### src/rtl/debug_pkg.sv
// Shared definitions for the board debug display path: channel encodings and
// the active-low seven-segment glyph table for hex digits.
package debug_pkg;

  localparam logic [1:0] CH_PC   = 2'd0;
  localparam logic [1:0] CH_ADDR = 2'd1;
  localparam logic [1:0] CH_REG  = 2'd2;
  localparam logic [1:0] CH_INST = 2'd3;

  // Segment order is {g,f,e,d,c,b,a}; a 0 lights the segment.
  localparam logic [6:0] GLYPH_TABLE [16] = '{
    7'h40, 7'h79, 7'h24, 7'h30, 7'h19, 7'h12, 7'h02, 7'h78,
    7'h00, 7'h10, 7'h08, 7'h03, 7'h46, 7'h21, 7'h06, 7'h0E
  };

  function automatic logic [6:0] hex_glyph(input logic [3:0] nib);
    return GLYPH_TABLE[nib];
  endfunction

endpackage

### src/rtl/hex_to_seg.sv
// Combinational hex nibble to active-low seven-segment glyph decoder.
module hex_to_seg
  import debug_pkg::*;
(
  input  logic [3:0] nibble,
  output logic [6:0] seg_n
);

  always_comb begin
    seg_n = hex_glyph(nibble);
  end

endmodule

### src/rtl/debug_seg_display.sv
// Eight-digit multiplexed hex display of one of four CPU debug channels. The
// selected channel is captured once per frame so a frame never mixes values.
module debug_seg_display
  import debug_pkg::*;
#(
  parameter int SCAN_DIV = 100000
) (
  input  logic        clk,
  input  logic        aresetn,
  input  logic [31:0] debug_in0,
  input  logic [31:0] debug_in1,
  input  logic [31:0] debug_in2,
  input  logic [31:0] debug_in3,
  input  logic [1:0]  sel,
  input  logic        hold,
  output logic [7:0]  seg_n,
  output logic [7:0]  an_n
);

  localparam int CNT_W = (SCAN_DIV > 1) ? $clog2(SCAN_DIV) : 1;
  localparam logic [CNT_W-1:0] CNT_MAX = CNT_W'(SCAN_DIV - 1);

  logic [1:0]       sel_m_q, sel_s_q;
  logic             hold_m_q, hold_s_q;
  logic [CNT_W-1:0] cnt_q, cnt_d;
  logic [2:0]       idx_q, idx_d;
  logic [31:0]      snap_q, snap_d;
  logic             tick;
  logic             frame_wrap;
  logic [31:0]      chan_val;
  logic [3:0]       nibble;
  logic [6:0]       glyph_n;

  always_comb begin
    chan_val = debug_in0;
    case (sel_s_q)
      CH_PC:   chan_val = debug_in0;
      CH_ADDR: chan_val = debug_in1;
      CH_REG:  chan_val = debug_in2;
      CH_INST: chan_val = debug_in3;
      default: chan_val = debug_in0;
    endcase
  end

  always_comb begin
    tick       = (cnt_q == CNT_MAX);
    frame_wrap = tick && (idx_q == 3'd7);
    cnt_d      = tick ? '0 : cnt_q + 1'b1;
    idx_d      = tick ? idx_q + 3'd1 : idx_q;
    snap_d     = snap_q;
    // The load shares the edge with index 7->0, so a new value starts at digit 0.
    if (frame_wrap && !hold_s_q) snap_d = chan_val;
  end

  always_ff @(posedge clk or negedge aresetn) begin
    if (!aresetn) begin
      sel_m_q  <= '0;
      sel_s_q  <= '0;
      hold_m_q <= 1'b0;
      hold_s_q <= 1'b0;
      cnt_q    <= '0;
      idx_q    <= '0;
      snap_q   <= '0;
    end else begin
      sel_m_q  <= sel;
      sel_s_q  <= sel_m_q;
      hold_m_q <= hold;
      hold_s_q <= hold_m_q;
      cnt_q    <= cnt_d;
      idx_q    <= idx_d;
      snap_q   <= snap_d;
    end
  end

  assign nibble = snap_q[{idx_q, 2'b00} +: 4];

  hex_to_seg u_hex_to_seg (
    .nibble (nibble),
    .seg_n  (glyph_n)
  );

  // Decimal point on digit 0 flags that the display is frozen.
  assign seg_n = {~((idx_q == 3'd0) && hold_s_q), glyph_n};
  assign an_n  = ~(8'h01 << idx_q);

endmodule

### config.mk
export PLATFORM = sky130hd
export DESIGN_NAME = debug_seg_display
export DESIGN_NICKNAME = d
export VERILOG_FILES = /design/src/rtl/debug_pkg.sv /design/src/rtl/hex_to_seg.sv /design/src/rtl/debug_seg_display.sv
export SDC_FILE = /design/constraint.sdc
export NUM_CORES = 1
export LEC_CHECK = 0
export ABC_AREA = 1
export CORE_ASPECT_RATIO = 1.1
export CORE_MARGIN = 2
export CORE_UTILIZATION = 30
export CTS_CLUSTER_DIAMETER = 30
export DETAILED_ROUTE_END_ITERATION = 8
export PLACE_DENSITY = 0.57
export SYNTH_ARGS = -nofsm -noshare
export SYNTH_HDL_FRONTEND = slang
export SYNTH_HIERARCHICAL = 1
export SYNTH_SLANG_ARGS = --single-unit
### constraint.sdc
create_clock -name clk -period 2.34 [get_ports clk]
set_input_delay 0.351 -clock clk [delete_from_list [all_inputs] [get_ports clk]]
set_output_delay 0.351 -clock clk [all_outputs]
set_load 0.01 [all_outputs]
==> results by group <==
GRT
  • Initial antenna violation count: 0
  • First-pass GRT wire length: 22.09 mm
  • Gr ovfl total: 0
  • Vias in the first global route: 4621
  • Largest net degree at the start of global routing: 59
  • Global-route usage over all layers: 0.1923

Yosys
  • Synth warnings: 6
  • Synth Instances: 593
  • Syn Nets: 740
  • FF+latch count, synth: 58
  • Synth cell types: 25
  • Syn_area_per_cell: 6.830 sq um
  • Synthesized area: 4050 sq um
  • Part of the Yosys area used for sequential elements: 0.3584

STA
  • Slew Limit Fails: 0
  • Post-route minimum period: 2.401 ns
  • Setup TNS: -0.1862 ns
  • WHS: 0.01624 ns
  • Tcrit/Tclk final: 1.026
  • Slew @ Worst Pin: 0.7811 ns
  • Fin worst setup slack: -0.06102 ns
  • Hold Fails Final Rpt: 0
  • Slew HR: 0.4774
  • Clk_skew: 0.005875 ns
  • Final setup violation count: 6
  • RSZ-0062 raised after global routing: yes
  • Fmax: 416.5 MHz

Min path
  • Min-delay worst type: input pin to asynchronous set/reset pin

Clocking
  • Hold Buf Count CTS: 0
  • H-tree depth: 3
  • Clock root buffer: clkbuf_16
  • CTS Buf Count: 9
  • Reg clk slew, reported paths: 0.05 ns
  • Worst-skew pair later-pin latency: 0.33 ns
  • CTS tree: built
  • Longest Clk Path Bufs: 2
  • Clock sink count: 58

Floorplan
  • I/O pin count: 149
  • Row cnt: 44
  • Die area: 14450 sq um
  • Initial core utilization: 0.3065
  • Die Ht: 125.9 um
  • Die Wd: 114.8 um
  • Core Region: 13210 sq um

Setup path
  • CP Capture Type: output pin
  • CP required: 1.99 ns
  • R2R Path Start: sel_s_q[0]
  • FF-to-FF End: snap_q[24]
  • Startpoint Class: flop
  • CP Data Arrival Time: 2.05 ns
  • Worst reg2reg path depth: 6
  • Crit Path Max Fanout: 7
  • Worst reg-to-reg setup slack: 0.46 ns
  • Crit path launch: idx_q[0]
  • Crit path kind: flop to output pin

Cells and area
  • Nets: 905
  • Area Overhead vs Synth: 56.97%
  • Final Util: 0.4812
  • N_diodes: 0
  • Layout cell share with drive strength beyond 1: 0.1586

Place
  • Post-place setup slack: -0.1944 ns
  • Placer congestion estimate: 0.8999
  • Dpl hpwl: 10.07 mm
  • Port Buffer Count: 148

Power
  • Total power: 2.728 mW
  • VDD IR-drop max: 0.0003663 V
  • Pwr/cell area: 429.1 nW/um^2
  • Leak: 2.720 nW

Routing
  • Routed length per instance: 14.28 um
  • Final ANT Viol Nets: 0
  • DR DRC count: 0
  • Total Wirelength: 13.20 mm
  • DR WL met2: 6.259 mm
  • M1 WL: 5.904 mm
  • Vias per inst: 4.866
  • Top Layer Used: met4
  • Via count: 4496
  • Initial DRC count: 229
  • Pre-antenna DRT Iters: 6
  • Met3 routed WL: 726 um

Outcome
  • Outcome: finished with violations
  • Failing checks: setup timing

Job
  • Max cap viols: 0
registers in the layout, indices dropped and copies added (netlist names):
name	count
hold_m_q	1
sel_m_q	2
idx_q	3
cnt_q	17
sel_s_q	2
snap_q	32
hold_s_q	1
cell usage in the layout (no fill, tap or decap), drive strengths merged:
master         count
nand2            226
clkdlybuf4s50    138
nand3             84
nor2              65
dfrtp             58
buf               43
nand4             35
inv               35
o21ai             21
ha                14
xor2              11
clkbuf            11
o22ai              8
clkinv             6
a21oi              3
dlymetal6s2s       2
nand3b             1
nor3               1
bufinv             1
final cells by class:
cell class / count / area, sq um
Inverter: 37 / 152.6
Timing Repair Buffer: 183 / 1792
Clock inverter: 5 / 53.80
Tap cell: 161 / 201.4
Fill cell: 1352 / 6855
Multi-Input combinational cell: 469 / 2461
Sequential cell: 58 / 1454
Clock buffer: 11 / 242.7
worst max-delay path by stage:
stage	to	slack, ns	depth (start not counted)
final	seg_n[5]	-0.06	11
after global routing	seg_n[6]	-0.16	12
after CTS	seg_n[4]	-0.02	12
after detailed placement	seg_n[3]	-0.19	11
after global placement	seg_n[3]	-0.16	11
after floorplan	seg_n[3]	0.08	12
Yosys cell counts:
| cell | n | share of area |
|---|---|---|
| a21oi_1 | 3 | 0.0037 |
| buf_1 | 1 | 0.00093 |
| buf_2 | 15 | 0.019 |
| buf_6 | 5 | 0.014 |
| buf_8 | 1 | 0.0037 |
| clkbuf_1 | 7 | 0.0065 |
| clkinv_1 | 2 | 0.0019 |
| dfrtp_1 | 58 | 0.36 |
| ha_1 | 14 | 0.043 |
| inv_1 | 29 | 0.027 |
| inv_2 | 6 | 0.0056 |
| nand2_1 | 224 | 0.21 |
| nand2_2 | 2 | 0.0031 |
| nand3_1 | 72 | 0.089 |
| nand3_2 | 11 | 0.027 |
| nand3_4 | 1 | 0.0043 |
| nand3b_1 | 1 | 0.0019 |
| nand4_1 | 35 | 0.054 |
| nor2_1 | 61 | 0.057 |
| nor2_2 | 1 | 0.0015 |
| nor2_4 | 3 | 0.0083 |
| nor3_1 | 1 | 0.0012 |
| o21ai_0 | 21 | 0.026 |
| o22ai_1 | 8 | 0.012 |
| xor2_1 | 11 | 0.024 |
worst max-delay path, stage by stage (launching register included):
cell and delay (ns):
dfrtp_2 0.46, buf_6 0.16, nor2_2 0.12, o22ai_1 0.09
nand2_1 0.08, nand2_2 0.09, buf_6 0.15, buf_6 0.11
ha_4 0.15, a21oi_2 0.12, nor2_1 0.06, buf_2 0.13
timing repair:
| item | 4_1_cts | 5_1_grt |
|---|---|---|
| setup endpoints to repair | 7 | 7 |
| pin swaps | 18 | 12 |
| setup buffers | 1 | 1 |
| resized for setup | 76 | 27 |
| cloned | 1 | 0 |
per-stage QoR:
| stage | instances | area [sq um] |
|---|---|---|
| global route | 924 | 6357 |
| floorplan | 593 | 4050 |
| finish | 924 | 6357 |
| detailed placement | 905 | 5834 |
| global placement | 905 | 5834 |
| CTS | 923 | 6264 |
metal layers:
layer | track usage | vias to the layer above
li1 | - | 2268
met1 | 0.2440 | 2057
met2 | 0.3237 | 151
met3 | 0.03561 | 20
met4 | 0.07300 | 0
met5 | 0 | -
report_power, final:
group          switching (mW)  internal [mW]
Combinational           0.148          0.244
Clock                   0.474          0.849
Sequential            0.00408           1.01
Total                   0.626           2.10
kinds of logic after synthesis:
family | Yosys count | synth area share
compound gates | 32 | 0.04201
xor+xnor | 11 | 0.02379
fa+ha+maj | 14 | 0.04325
buf+inv | 66 | 0.07785
flops | 58 | 0.3584
simple gates | 412 | 0.4547
(Power assumes the default switching activity.)
